`src/rtl/discharge_seq.sv`:
```
// rtl/discharge_seq.sv - discharge PWM parameter sequencer with validity check and result code
// Optional watchdog: define DISCHARGE_SEQ_TIMEOUT_EN to add the RUN timeout counter and register (addr 6).
module discharge_seq #(
   parameter int C_PWM_CNT_WIDTH    = 16,
   parameter int C_FRACTIONAL_WIDTH = 16,
   parameter int C_NUMBER_WIDTH     = 32,
   parameter int C_TIMEOUT_WIDTH    = 32
) (
   input  logic                                        clk,
   input  logic                                        resetn,
   input  logic                                        cfg_wr,
   input  logic [2:0]                                  cfg_addr,
   input  logic [31:0]                                 cfg_wdata,
   input  logic                                        start,
   input  logic                                        abort,
   input  logic                                        pwm_done,
   output logic                                        pwm_resetn,
   output logic [C_PWM_CNT_WIDTH-1:0]                  denominator,
   output logic [C_PWM_CNT_WIDTH-1:0]                  numerator0,
   output logic [C_PWM_CNT_WIDTH-1:0]                  numerator1,
   output logic [C_NUMBER_WIDTH-1:0]                   number0,
   output logic [C_NUMBER_WIDTH-1:0]                   number1,
   output logic [C_PWM_CNT_WIDTH+C_FRACTIONAL_WIDTH-1:0] inc0,
   output logic                                        busy,
   output logic                                        done,
   output logic [1:0]                                  err
);

   localparam int INC_W = C_PWM_CNT_WIDTH + C_FRACTIONAL_WIDTH;

   typedef enum logic [1:0] {S_IDLE, S_CHECK, S_RUN} state_t;

   state_t                      state;
   logic [C_PWM_CNT_WIDTH-1:0]  sh_denominator;
   logic [C_PWM_CNT_WIDTH-1:0]  sh_numerator0;
   logic [C_PWM_CNT_WIDTH-1:0]  sh_numerator1;
   logic [C_NUMBER_WIDTH-1:0]   sh_number0;
   logic [C_NUMBER_WIDTH-1:0]   sh_number1;
   logic [INC_W-1:0]            sh_inc0;
   logic                        params_valid;

`ifdef DISCHARGE_SEQ_TIMEOUT_EN
   logic [C_TIMEOUT_WIDTH-1:0]  sh_timeout;
   logic [C_TIMEOUT_WIDTH-1:0]  act_timeout;
   logic [C_TIMEOUT_WIDTH-1:0]  tmo_cnt;
`endif

   // Judged on the active copy, so shadow writes during CHECK cannot affect the verdict.
   assign params_valid = (denominator >= C_PWM_CNT_WIDTH'(3)) &&
                         (numerator0 <= denominator) &&
                         (numerator1 <= numerator0) &&
                         (inc0 != '0);

   always_ff @(posedge clk) begin
      if (!resetn) begin
         state          <= S_IDLE;
         sh_denominator <= '0;
         sh_numerator0  <= '0;
         sh_numerator1  <= '0;
         sh_number0     <= '0;
         sh_number1     <= '0;
         sh_inc0        <= '0;
         denominator    <= '0;
         numerator0     <= '0;
         numerator1     <= '0;
         number0        <= '0;
         number1        <= '0;
         inc0           <= '0;
         pwm_resetn     <= 1'b0;
         busy           <= 1'b0;
         done           <= 1'b0;
         err            <= 2'd0;
`ifdef DISCHARGE_SEQ_TIMEOUT_EN
         sh_timeout     <= '0;
         act_timeout    <= '0;
         tmo_cnt        <= '0;
`endif
      end else begin
         done <= 1'b0;

         // Non-blocking semantics let a same-cycle start copy the pre-write shadow value.
         if (cfg_wr) begin
            case (cfg_addr)
               3'd0: sh_denominator <= C_PWM_CNT_WIDTH'(cfg_wdata);
               3'd1: sh_numerator0  <= C_PWM_CNT_WIDTH'(cfg_wdata);
               3'd2: sh_numerator1  <= C_PWM_CNT_WIDTH'(cfg_wdata);
               3'd3: sh_number0     <= C_NUMBER_WIDTH'(cfg_wdata);
               3'd4: sh_number1     <= C_NUMBER_WIDTH'(cfg_wdata);
               3'd5: sh_inc0        <= INC_W'(cfg_wdata);
`ifdef DISCHARGE_SEQ_TIMEOUT_EN
               3'd6: sh_timeout     <= C_TIMEOUT_WIDTH'(cfg_wdata);
`endif
               default: ;
            endcase
         end

         case (state)
            S_IDLE: begin
               if (start) begin
                  denominator <= sh_denominator;
                  numerator0  <= sh_numerator0;
                  numerator1  <= sh_numerator1;
                  number0     <= sh_number0;
                  number1     <= sh_number1;
                  inc0        <= sh_inc0;
`ifdef DISCHARGE_SEQ_TIMEOUT_EN
                  act_timeout <= sh_timeout;
`endif
                  err         <= 2'd0;
                  busy        <= 1'b1;
                  state       <= S_CHECK;
               end
            end
            S_CHECK: begin
               if (abort || !params_valid) begin
                  err   <= abort ? 2'd2 : 2'd1;
                  done  <= 1'b1;
                  busy  <= 1'b0;
                  state <= S_IDLE;
               end else begin
                  pwm_resetn <= 1'b1;
                  state      <= S_RUN;
`ifdef DISCHARGE_SEQ_TIMEOUT_EN
                  tmo_cnt    <= '0;
`endif
               end
            end
            S_RUN: begin
               if (pwm_done || abort) begin
                  err        <= pwm_done ? 2'd0 : 2'd2;
                  pwm_resetn <= 1'b0;
                  done       <= 1'b1;
                  busy       <= 1'b0;
                  state      <= S_IDLE;
               end
`ifdef DISCHARGE_SEQ_TIMEOUT_EN
               else if ((act_timeout != '0) && (tmo_cnt == act_timeout)) begin
                  err        <= 2'd3;
                  pwm_resetn <= 1'b0;
                  done       <= 1'b1;
                  busy       <= 1'b0;
                  state      <= S_IDLE;
               end else begin
                  tmo_cnt <= tmo_cnt + 1'b1;
               end
`endif
            end
            default: state <= S_IDLE;
         endcase
      end
   end

endmodule

```
`config.mk`:
```
export PLATFORM = sky130hd
export DESIGN_NAME = discharge_seq
export DESIGN_NICKNAME = d
export VERILOG_FILES = /design/src/rtl/discharge_seq.sv
export SDC_FILE = /design/constraint.sdc
export NUM_CORES = 1
export LEC_CHECK = 0
export BUFFER_PORTS_ARGS = -buffer_cell sky130_fd_sc_hd__buf_4
export CORE_AREA = 5 5 154 141
export DETAILED_ROUTE_END_ITERATION = 10
export DIE_AREA = 0 0 159 146
export PLACE_DENSITY = 0.84
export SYNTH_ARGS = -nofsm -noshare
export SYNTH_HDL_FRONTEND = slang
export SYNTH_SLANG_ARGS = --single-unit
```
`constraint.sdc`:
```
create_clock -name clk -period 3.4 [get_ports clk]
set_input_delay 0.85 -clock clk [delete_from_list [all_inputs] [get_ports clk]]
set_output_delay 0.85 -clock clk [all_outputs]
set_load 0.02 [all_outputs]
```
==> run_results.csv, run 1 <==
group,metric,value,unit
timing,relSlewSlack,0.528,
floorplan,io-pin-count,190,
timing,setup_viol,0,
global_routing,grt_pass1_vias,10001,
clock_network,clock_path_buffers,3,
yosys,yosysMostFrequentCell,"nand2_1",
yosys,yosysWarningCount,0,
clock_network,path_clk_slew,0.06,ns
flow_run,drv_cap,0,
finish,fill_cells,1538,
floorplan,core_area,0.0198,mm²
drt,initialDrtViolationCount,876,
floorplan,die_y,146,µm
worst_setup_path,crit_path_start,"denominator[15]",
yosys,syn_nets,1515,
finish,fin_nets,1657,
timing,finalHoldViolations,0,
timing,finalClockSkew,0.00983,ns
yosys,syn_area,0.0119,mm²
worst_setup_path,worstSetupStartpointType,"flop",
yosys,synth_top_area_cell,"dfxtp_1",
floorplan,std_cell_rows,49,
worst_setup_path,r2r_start,"denominator[15]",
drt,routedWlPerCell,17.7,µm
timing,final.setup.tns,0,ns
yosys,seq_area_frac_synth,0.497,
timing,rsz0062_at_grt,"no",
worst_setup_path,end_kind,"flop",
clock_network,postCtsSetupBuffers,0,
timing,hold_ws,0.450,ns
yosys,synth.area.top_cells,"dfxtp_1, nand2_1, a21boi_0",
drt,wirelength,33000,µm
drt,num_vias,10222,
hold_path,min_from,"sh_denominator[5]",
clock_network,cts_sinks,295,
hold_path,hp-class,"flop to flop",
finish,area_delta_synth_final,21.3,%
clock_network,cts_resized,0,
timing,finalCritPeriodShare,0.691,
global_routing,grt_usage,0.274,
yosys,synth_top_area_frac,0.497,
global_routing,grt_first_pass_wirelength,52700,µm
clock_network,cts_buffers,29,
worst_setup_path,crit_required,3.86,ns
drt,viasPerCell,5.50,
global_routing,overflow,0,
yosys,synth_edf_count,0,
place,dp_hpwl,21800,µm
floorplan,start_util,0.600,
worst_setup_path,cp_max_fo,4,
power_and_ir_drop,leakage,5.41,nW
worst_setup_path,path_class,"flop to flop",
timing,min_period,2.35,ns
global_routing,antenna_found_initial,2,
clock_network,postCtsHoldBufs,0,
timing,worstMarginPinSlew,0.709,ns
status,run_status,"complete, no violations",
clock_network,clk_latency,0.55,ns
worst_setup_path,worst_ep_arrival_time,2.81,ns
power_and_ir_drop,p_per_area,506,mW/mm²
timing,drv_slew,0,
yosys,synthTopCellsByCount,"nand2_1, dfxtp_1, a21boi_0, clkbuf_1, a21boi_1",
yosys,synth-async-reset-ratio,0,
yosys,synthFlopType,"dfxtp_1",
yosys,avgSynthCellArea,8.26,µm²
clock_network,htree_levels,1,
drt,drc,0,
yosys,ys_types,38,
drt,ant_nets,0,
place,gp_congestion,0.876,
yosys,synth_cells,1438,
finish,antennaDiodeCount,0,
drt,dr.pass1.iters,6,
clock_network,cts_tree,"done",
floorplan,die_area,0.0232,mm²
place,port_buffers,189,
worst_setup_path,worst-r2r-setup-slack,1.05,ns
power_and_ir_drop,max-vdd-ir-drop,0.000381,V
finish,drive_above_1_share,0.165,
global_routing,grt_start_max_net_pins,145,
yosys,synth_seq_cells,295,
timing,fmax,425,MHz
clock_network,cts-root-buf,"clkbuf_16",
floorplan,die_w,159,µm
[state kept, by name, summed over array words and instances, names as in the netlist, 16 cells and up]
register and count:
numerator1 16, number0 32, number1 32, sh_denominator 16, inc0 32, sh_numerator0 16, sh_number0 32, denominator 16
sh_inc0 32, sh_numerator1 16, sh_number1 32, numerator0 16
[final timing paths]
check	end	cells past startpoint
worst min-delay path	denominator[5]	2
worst max register to register	busy	8
worst max-delay path	busy	8
worst min register to register	denominator[5]	2
[cell usage in the layout (no fill, tap or decap), types with 4 or more instances in the layout]
| cell | netlist | routed |
|---|---|---|
| nor4_1 | 13 | 13 |
| ha_1 | 36 | 36 |
| clkbuf_8 | 0 | 12 |
| buf_4 | 0 | 201 |
| dfxtp_1 | 295 | 295 |
| nor2_1 | 6 | 6 |
| nand3_1 | 6 | 6 |
| inv_1 | 36 | 36 |
| a21oi_1 | 15 | 15 |
| nand2_1 | 592 | 591 |
| nand2b_1 | 7 | 7 |
| a21boi_1 | 75 | 75 |
| clkbuf_16 | 0 | 29 |
| nand4_1 | 9 | 9 |
| o21ai_0 | 4 | 4 |
| a21boi_0 | 214 | 214 |
| clkbuf_1 | 78 | 4 |
| clkinv_2 | 0 | 5 |
[report_power, final]
part | internal, mW | switching, mW | leakage, nW
clock | 1.90 | 1.34 | 0.487
combinational | 0.177 | 0.325 | 2.54
sequential | 3.51 | 0.0354 | 2.38
total | 5.59 | 1.70 | 5.41
[metal layers]
| layer | global-route usage | routed length (µm) | up-vias |
|---|---|---|---|
| li1 | - | - | 4955 |
| met1 | 0.355 | 13600 | 4837 |
| met2 | 0.449 | 15400 | 343 |
| met3 | 0.0649 | 2610 | 83 |
| met4 | 0.0994 | 1270 | 4 |
| met5 | 0 | 28 | - |
[metrics by stage]
stage	power [mW]	cells	utilization	area, µm²	worst slack, ns
after floorplan	3.91	1438	-	11900	1.29
after global placement	4.11	1804	0.678	13400	1.12
after detailed placement	4.12	1804	0.678	13400	1.04
after CTS	7.32	1858	0.727	14400	1.04
after global routing	7.53	1858	0.727	14400	0.901
final	7.29	1858	0.727	14400	1.05
[final cells by class]
cell class              instances  area, µm²  area share
clock buffers                  45        906      0.0629
clock inverters                 9       78.8     0.00547
well taps                     255        319      0.0222
inverters                      36        135     0.00938
repair buffers                205       1580       0.110
multi-input cells            1013       5480       0.380
flip-flops and latches        295       5910       0.410
[logic make-up after synthesis]
group,synth area share
buffers and inverters,0.0424
DFF,0.497
AOI/OAI and AO/OA,0.203
and+or+nand+nor,0.217
adders and majority gates,0.0379
muxes,0.00253
[worst max-delay path: stages (launching register included)]
cell,delay (ns)
dfxtp_1,0.43
inv_1,0.09
ha_1,0.35
nand4_2,0.15
a2111o_1,0.42
a31oi_1,0.21
nor3_2,0.11
a21oi_2,0.27
mux2i_1,0.25
No activity file was read; power rests on OpenSTA's default activity.
==> run 2: changes to the inputs <==
==> config.mk (replaced) <==
export PLATFORM = sky130hd
export DESIGN_NAME = discharge_seq
export DESIGN_NICKNAME = d
export VERILOG_FILES = /design/src/rtl/discharge_seq.sv
export SDC_FILE = /design/constraint.sdc
export NUM_CORES = 1
export LEC_CHECK = 0
export ABC_AREA = 1
export BUFFER_PORTS_ARGS = -buffer_cell sky130_fd_sc_hd__buf_4
export CORE_AREA = 5 5 155 143
export DETAILED_ROUTE_END_ITERATION = 10
export DIE_AREA = 0 0 160 148
export PLACE_DENSITY = 0.79
export SYNTH_ARGS = -nofsm -noshare
export SYNTH_HDL_FRONTEND = slang
export SYNTH_SLANG_ARGS = --single-unit
==> constraint.sdc (replaced) <==
create_clock -name clk -period 2.4 [get_ports clk]
set_input_delay 0.6 -clock clk [delete_from_list [all_inputs] [get_ports clk]]
set_output_delay 0.6 -clock clk [all_outputs]
set_load 0.02 [all_outputs]
==> run 2 against run 1 <==
  * Register-to-register slack worse by 0.50 ns
  * Largest cell class unchanged
  * Critical path type unchanged
  * Clock power increased by 44%
  * Critical path depth rose by 5
  * Worst setup slack worse by 0.50 ns
  * Combinational power increased to 5.7 times the previous value
  * Cell count fell by 0.16%
  * Sequential cell count unchanged
  * Sequential power increased by 60%
  * Utilization decreased by 5.0 points
  * Die area up 2.0%
  * Total power is 81% higher
==> run_results.csv, run 2 <==
group,metric,value,unit
global_routing,grt_use_met1,0.326,
status,run_status,"complete, no violations",
worst_setup_path,path_buf_inv,1,
place,gp_congestion,0.879,
clock_network,postCtsSetupBuffers,0,
worst_setup_path,critPathMostFrequentCell,"nand2_1",
timing,final.setup.tns,0,ns
clock_network,cts-root-buf,"clkbuf_16",
finish,area_delta_synth_final,23.1,%
global_routing,grt-busiest-layer,"met2",
global_routing,use_met2,0.409,
finish,antennaDiodeCount,0,
worst_setup_path,path_class,"flop to flop",
timing,min_period,1.85,ns
yosys,synth_seq_cells,295,
place,dp_slack,0.517,ns
drt,ant_nets,0,
drt,routedWlPerCell,16.7,µm
power_and_ir_drop,combPwrFrac,0.215,
worst_setup_path,worst-r2r-setup-slack,0.55,ns
finish,fin_nets,1649,
power_and_ir_drop,leakage,6.15,nW
clock_network,path_clk_slew,0.07,ns
clock_network,postCtsHoldBufs,0,
yosys,syn_area,0.0112,mm²
worst_setup_path,r2r-end,"err[0]",
clock_network,cts_resized,0,
clock_network,htree_levels,1,
finish,multi_input_area,0.00452,mm²
drt,drc,0,
finish,seq_area,0.00591,mm²
timing,worstMarginPinSlew,0.615,ns
power_and_ir_drop,p_per_area,958,mW/mm²
place,dp_hpwl,20600,µm
global_routing,grt_pass1_vias,9358,
worst_setup_path,cp_max_fo,5,
drt,wirelength,30900,µm
power_and_ir_drop,swShare,0.303,
flow_run,drv_cap,0,
worst_setup_path,crit_chain,"inv_1 > ha_1 > nand2_1 > nand2_1 > nand3_1 > nand2_1 > a21oi_1 > nand2_1 > nand2_2 > nand4_4 > nand2_2 > nand2_1 > a21oi_1",
yosys,yosysMostFrequentCell,"nor2_1",
hold_path,min_path_cells,3,
clock_network,cts_tree,"done",
worst_setup_path,worst_ep_arrival_time,2.32,ns
timing,layout_setup_ws,0.551,ns
power_and_ir_drop,power.internal,9.20,mW
timing,setup_viol,0,
yosys,avgSynthCellArea,7.87,µm²
floorplan,die_w,160,µm
hold_path,min_from,"cfg_wdata[30]",
worst_setup_path,crit_required,2.87,ns
timing,finalHoldViolations,0,
global_routing,use_met3,0.0588,
worst_setup_path,r2r_start,"denominator[9]",
timing,finalCritPeriodShare,0.770,
worst_setup_path,crit_path_top_delay_cell,"ha_1",
yosys,seq_area_frac_synth,0.528,
place,port_buffers,189,
yosys,synth_edf_count,0,
floorplan,std_cell_rows,50,
place,dp.cells,1801,
yosys,synth_top_area_frac,0.528,
drt,dr.pass1.iters,5,
yosys,ys_types,30,
timing,fmax,541,MHz
finish,layout_commonest_cell,"nor2_1",
timing,finalClockSkew,0.0108,ns
clock_network,cts_sinks,295,
clock_network,cts_buffers,29,
yosys,synth_top_area_cell,"dfxtp_1",
power_and_ir_drop,clockPowerShare,0.354,
finish,final_cell_mix,"nor2_1, dfxtp_1, o21ai_0, buf_4, a21oi_1",
yosys,synth.area.top_cells,"dfxtp_1, nor2_1, o21ai_0",
global_routing,grt_first_pass_wirelength,48900,µm
yosys,synthTopCellsByCount,"nor2_1, dfxtp_1, o21ai_0, a21oi_1, inv_1",
worst_setup_path,cpPeakStageDelay,0.34,ns
yosys,synth-async-reset-ratio,0,
hold_path,hp-class,"primary input to flop",
yosys,syn_nets,1498,
floorplan,io-pin-count,190,
clock_network,clock_path_buffers,3,
hold_path,hold_end,"sh_number1[30]",
global_routing,antenna_found_initial,0,
floorplan,core_area,0.0203,mm²
power_and_ir_drop,p_seq_frac,0.430,
worst_setup_path,critPathTopFamily,"simple AND/OR/NAND/NOR gates",
drt,initialDrtViolationCount,836,
timing,rsz0062_at_grt,"no",
power_and_ir_drop,max-vdd-ir-drop,0.000685,V
finish,drive_above_1_share,0.177,
worst_setup_path,worstSetupStartpointType,"flop",
finish,instances_no_fill,1855,
drt,num_vias,9958,
drt,viasPerCell,5.37,
worst_setup_path,ff2ff_path_depth,13,
global_routing,grt_start_max_net_pins,131,
floorplan,die_area,0.0237,mm²
finish,fill_cells,1636,
floorplan,die_y,148,µm
timing,drv_slew,0,
timing,relSlewSlack,0.590,
power_and_ir_drop,p_sw,3.99,mW
clock_network,clk_latency,0.55,ns
floorplan,start_util,0.550,
yosys,synthFlopType,"dfxtp_1",
yosys,yosysWarningCount,0,
worst_setup_path,end_kind,"flop",
yosys,synth_cells,1421,
global_routing,grt_usage,0.252,
global_routing,overflow,0,
[run 2: cell types whose count changed in the layout (fill, tap and decap cells not counted), moves of 75 or more]
cell,delta
a21boi_0,-214
a21oi_1,+115
nor2_1,+376
nand2_1,-543
o21ai_0,+281
a21boi_1,-75
[run 2: cell families after synthesis]
family,synth area share
buffers and inverters,0.0697
DFF,0.528
AOI/OAI and AO/OA,0.192
and+or+nand+nor,0.170
adders and majority gates,0.0403
[run 2: worst max path at each step]
stage	from	cells past startpoint	endpoint	slack [ns]
finish	denominator[9]	13	err[0]	0.55
detailed placement	cfg_addr[0]	8	sh_inc0[8]	0.52
global placement	denominator[15]	12	pwm_resetn	0.60
CTS	denominator[15]	10	err[0]	0.59
floorplan	numerator0[11]	12	pwm_resetn	0.67
global route	denominator[15]	10	err[1]	0.25
[run 2: power groups by stage]
stage	Combinational [mW]	Sequential, mW	Clock [mW]
after global placement	2.77	5.77	0
after global routing	3.15	5.72	4.93
after CTS	2.85	5.67	4.73
after detailed placement	2.83	5.77	0
final	2.84	5.68	4.68
after floorplan	1.34	6.12	0
[run 2: layout make-up]
type,count,share of cell area
inverters,106,0.0290
clock inverters,11,0.00990
well taps,260,0.0236
flip-flops and latches,295,0.429
clock buffers,43,0.0623
repair buffers,207,0.119
multi-input cells,933,0.328
[run 2: through the flow]
stage | power, mW | instance area, µm² | util | hold WS [ns]
3_3_place_gp | 8.53 | 12800 | 0.628 | 0.437
6_report | 13.2 | 13800 | 0.677 | 0.303
5_1_grt | 13.8 | 13800 | 0.677 | 0.303
4_1_cts | 13.3 | 13800 | 0.677 | 0.291
2_1_floorplan | 7.46 | 11200 | - | 0.429
3_5_place_dp | 8.60 | 12800 | 0.628 | 0.442
[run 2: worst register-to-register path: stages (launching register included)]
cell and delay [ns]:
dfxtp_1 0.33, inv_1 0.09, ha_1 0.34, nand2_1 0.07
nand2_1 0.04, nand3_1 0.06, nand2_1 0.06, a21oi_1 0.20
nand2_1 0.10, nand2_2 0.11, nand4_4 0.13, nand2_2 0.09
nand2_1 0.05, a21oi_1 0.12
[run 2: routing by layer]
| metal | part of all wire | vias up |
|---|---|---|
| met3 | 0.082 | 69 |
| met5 | 0 | - |
| met4 | 0.041 | 0 |
| li1 | - | 4944 |
| met1 | 0.42 | 4602 |
| met2 | 0.46 | 343 |
==> run 3: changes to the inputs <==
==> config.mk (replaced) <==
export PLATFORM = sky130hd
export DESIGN_NAME = discharge_seq
export DESIGN_NICKNAME = d
export VERILOG_FILES = /design/src/rtl/discharge_seq.sv
export SDC_FILE = /design/constraint.sdc
export NUM_CORES = 1
export LEC_CHECK = 0
export ABC_AREA = 0
export BUFFER_PORTS_ARGS = -buffer_cell sky130_fd_sc_hd__buf_4
export CORE_AREA = 5 5 160 147
export DETAILED_ROUTE_END_ITERATION = 10
export DIE_AREA = 0 0 165 152
export PLACE_DENSITY = 0.78
export SYNTH_ARGS = -nofsm -noshare
export SYNTH_HDL_FRONTEND = slang
export SYNTH_SLANG_ARGS = --single-unit
==> constraint.sdc (replaced) <==
create_clock -name clk -period 1.73 [get_ports clk]
set_input_delay 0.4325 -clock clk [delete_from_list [all_inputs] [get_ports clk]]
set_output_delay 0.4325 -clock clk [all_outputs]
set_load 0.02 [all_outputs]
==> run 3 against run 2 <==
  * The run now ends with negative setup slack left
  * Via count rose by 10%
  * Highest routed layer unchanged
  * Die area rose by 5.9%
  * Critical path depth fell by 4
  * Non-clock buffer count rose by 106
  * Critical path type unchanged
==> run_results.csv, run 3 (synthesis results as in run 1) <==
group,metric,value,unit
finish,area_delta_synth_final,35.3,%
worst_setup_path,r2r_start,"numerator0[9]",
worst_setup_path,end_kind,"flop",
global_routing,grt_first_pass_wirelength,55800,µm
worst_setup_path,worst_ep_arrival_time,2.60,ns
place,dp_slack,-0.508,ns
global_routing,overflow,0,
floorplan,die_w,165,µm
finish,instances_no_fill,2010,
status,run_status,"finished, violations left",
timing,finalHoldViolations,0,
drt,ant_nets,0,
place,dp.cells,1940,
clock_network,htree_levels,1,
worst_setup_path,worst-r2r-setup-slack,-0.45,ns
place,gp_congestion,0.872,
drt,initialDrtViolationCount,918,
floorplan,start_util,0.543,
worst_setup_path,critPathTopFamily,"simple AND/OR/NAND/NOR gates",
floorplan,die_area,0.0251,mm²
finish,fin_util,0.735,
place,dp_hpwl,23900,µm
worst_setup_path,crit_cells,9,
drt,wirelength,36500,µm
power_and_ir_drop,leakage,6.18,nW
hold_path,min_from,"cfg_wdata[16]",
finish,fill_cells,1657,
timing,drv_slew,0,
drt,dr.pass1.iters,6,
worst_setup_path,crit_path_top_delay_cell,"dfxtp_4",
timing,min_period,2.18,ns
clock_network,clock_path_buffers,3,
global_routing,grt_pass1_vias,10706,
timing,final.setup.tns,-2.45,ns
global_routing,grt_start_max_net_pins,67,
drt,num_vias,10949,
clock_network,postCtsHoldBufs,0,
place,port_buffers,189,
finish,layout_commonest_cell,"nand2_1",
floorplan,io-pin-count,190,
worst_setup_path,r2r-end,"err[0]",
flow_run,drv_cap,0,
timing,finalClockSkew,0.0176,ns
worst_setup_path,crit_chain,"inv_4 > ha_4 > nand4_1 > buf_4 > nor4_4 > a31oi_4 > nor3_4 > nand2b_4 > o32ai_2",
power_and_ir_drop,power,14.7,mW
timing,layout_setup_ws,-0.448,ns
timing,relSlewSlack,0.758,
worst_setup_path,path_buf_inv,2,
finish,drive_above_1_share,0.270,
finish,final_cell_mix,"nand2_1, buf_4, dfxtp_1, a21boi_0, a21boi_1",
timing,rsz0062_at_grt,"yes",
worst_setup_path,ff2ff_path_depth,9,
drt,viasPerCell,5.45,
clock_network,clk_latency,0.56,ns
clock_network,cts-root-buf,"clkbuf_16",
clock_network,cts_sinks,295,
timing,setup_viol,6,
clock_network,path_clk_slew,0.06,ns
hold_path,hp-class,"primary input to flop",
hold_path,hold_end,"sh_number0[16]",
global_routing,antenna_found_initial,1,
worst_setup_path,cp_max_fo,4,
floorplan,core_area,0.0219,mm²
finish,fin_nets,1766,
power_and_ir_drop,max-vdd-ir-drop,0.000714,V
worst_setup_path,crit_required,2.16,ns
drt,drc,0,
hold_path,min_path_cells,3,
status,violations,"negative setup slack",
floorplan,std_cell_rows,52,
timing,finalCritPeriodShare,1.26,
worst_setup_path,cpPeakStageDelay,0.39,ns
power_and_ir_drop,p_per_area,916,mW/mm²
timing,worstMarginPinSlew,0.360,ns
drt,routedWlPerCell,18.2,µm
floorplan,die_y,152,µm
global_routing,grt_usage,0.274,
worst_setup_path,path_class,"flop to flop",
clock_network,cts_tree,"done",
timing,fmax,459,MHz
worst_setup_path,worstSetupStartpointType,"flop",
clock_network,cts_buffers,30,
## run 3: through the flow
stage	hold slack, ns	area, µm²
4_1_cts	0.124	15900
5_1_grt	0.136	16100
2_1_floorplan	0.421	12100
3_3_place_gp	0.433	14600
3_5_place_dp	0.437	14600
6_report	0.135	16100
## run 3: worst reg2reg max path: stages (launching register included)
cell and delay, ns:
dfxtp_4 0.39, inv_4 0.04, ha_4 0.26, nand4_1 0.16
buf_4 0.19, nor4_4 0.32, a31oi_4 0.08, nor3_4 0.33
nand2b_4 0.21, o32ai_2 0.07
## run 3: what timing repair did
item                                    CTS  global route
pin swaps                                25             8
endpoints found under the setup margin    6            47
setup buffers                             8             3
resized for setup                        27            16
cloned                                    0             3
hold endpoints to repair                  0             0
## run 3: worst max-delay path by stage
stage                  startpoint     end
finish              numerator0[9]  err[0]
global route        numerator0[9]  err[0]
CTS                 numerator0[1]  err[1]
detailed placement  numerator0[1]  err[1]
global placement    numerator0[1]  err[0]
floorplan           numerator0[1]    busy
## run 3: per-layer routing
layer / global-route usage / vias up / wire length, µm
li1: - / 5193 / -
met4: 0.0998 / 0 / 1310
met5: 0 / - / 0
met3: 0.0696 / 100 / 2950
met2: 0.455 / 405 / 17400
met1: 0.345 / 5251 / 14900
## run 3: layout make-up
class / instances / area (µm²) / area share
Sequential cell: 295 / 6010 / 0.374
Multi-Input combinational cell: 1013 / 5860 / 0.365
Timing Repair Buffer: 313 / 2670 / 0.166
Clock buffer: 42 / 877 / 0.0546
Tap cell: 297 / 372 / 0.0231
Inverter: 36 / 138 / 0.00857
Clock inverter: 13 / 130 / 0.00810
Antenna cell: 1 / 2.50 / 0.000156
## run 3: where the power goes
| group | internal (mW) | switching (mW) |
|---|---|---|
| Sequential | 6.87 | 0.0649 |
| Combinational | 0.511 | 0.734 |
| Clock | 3.83 | 2.69 |
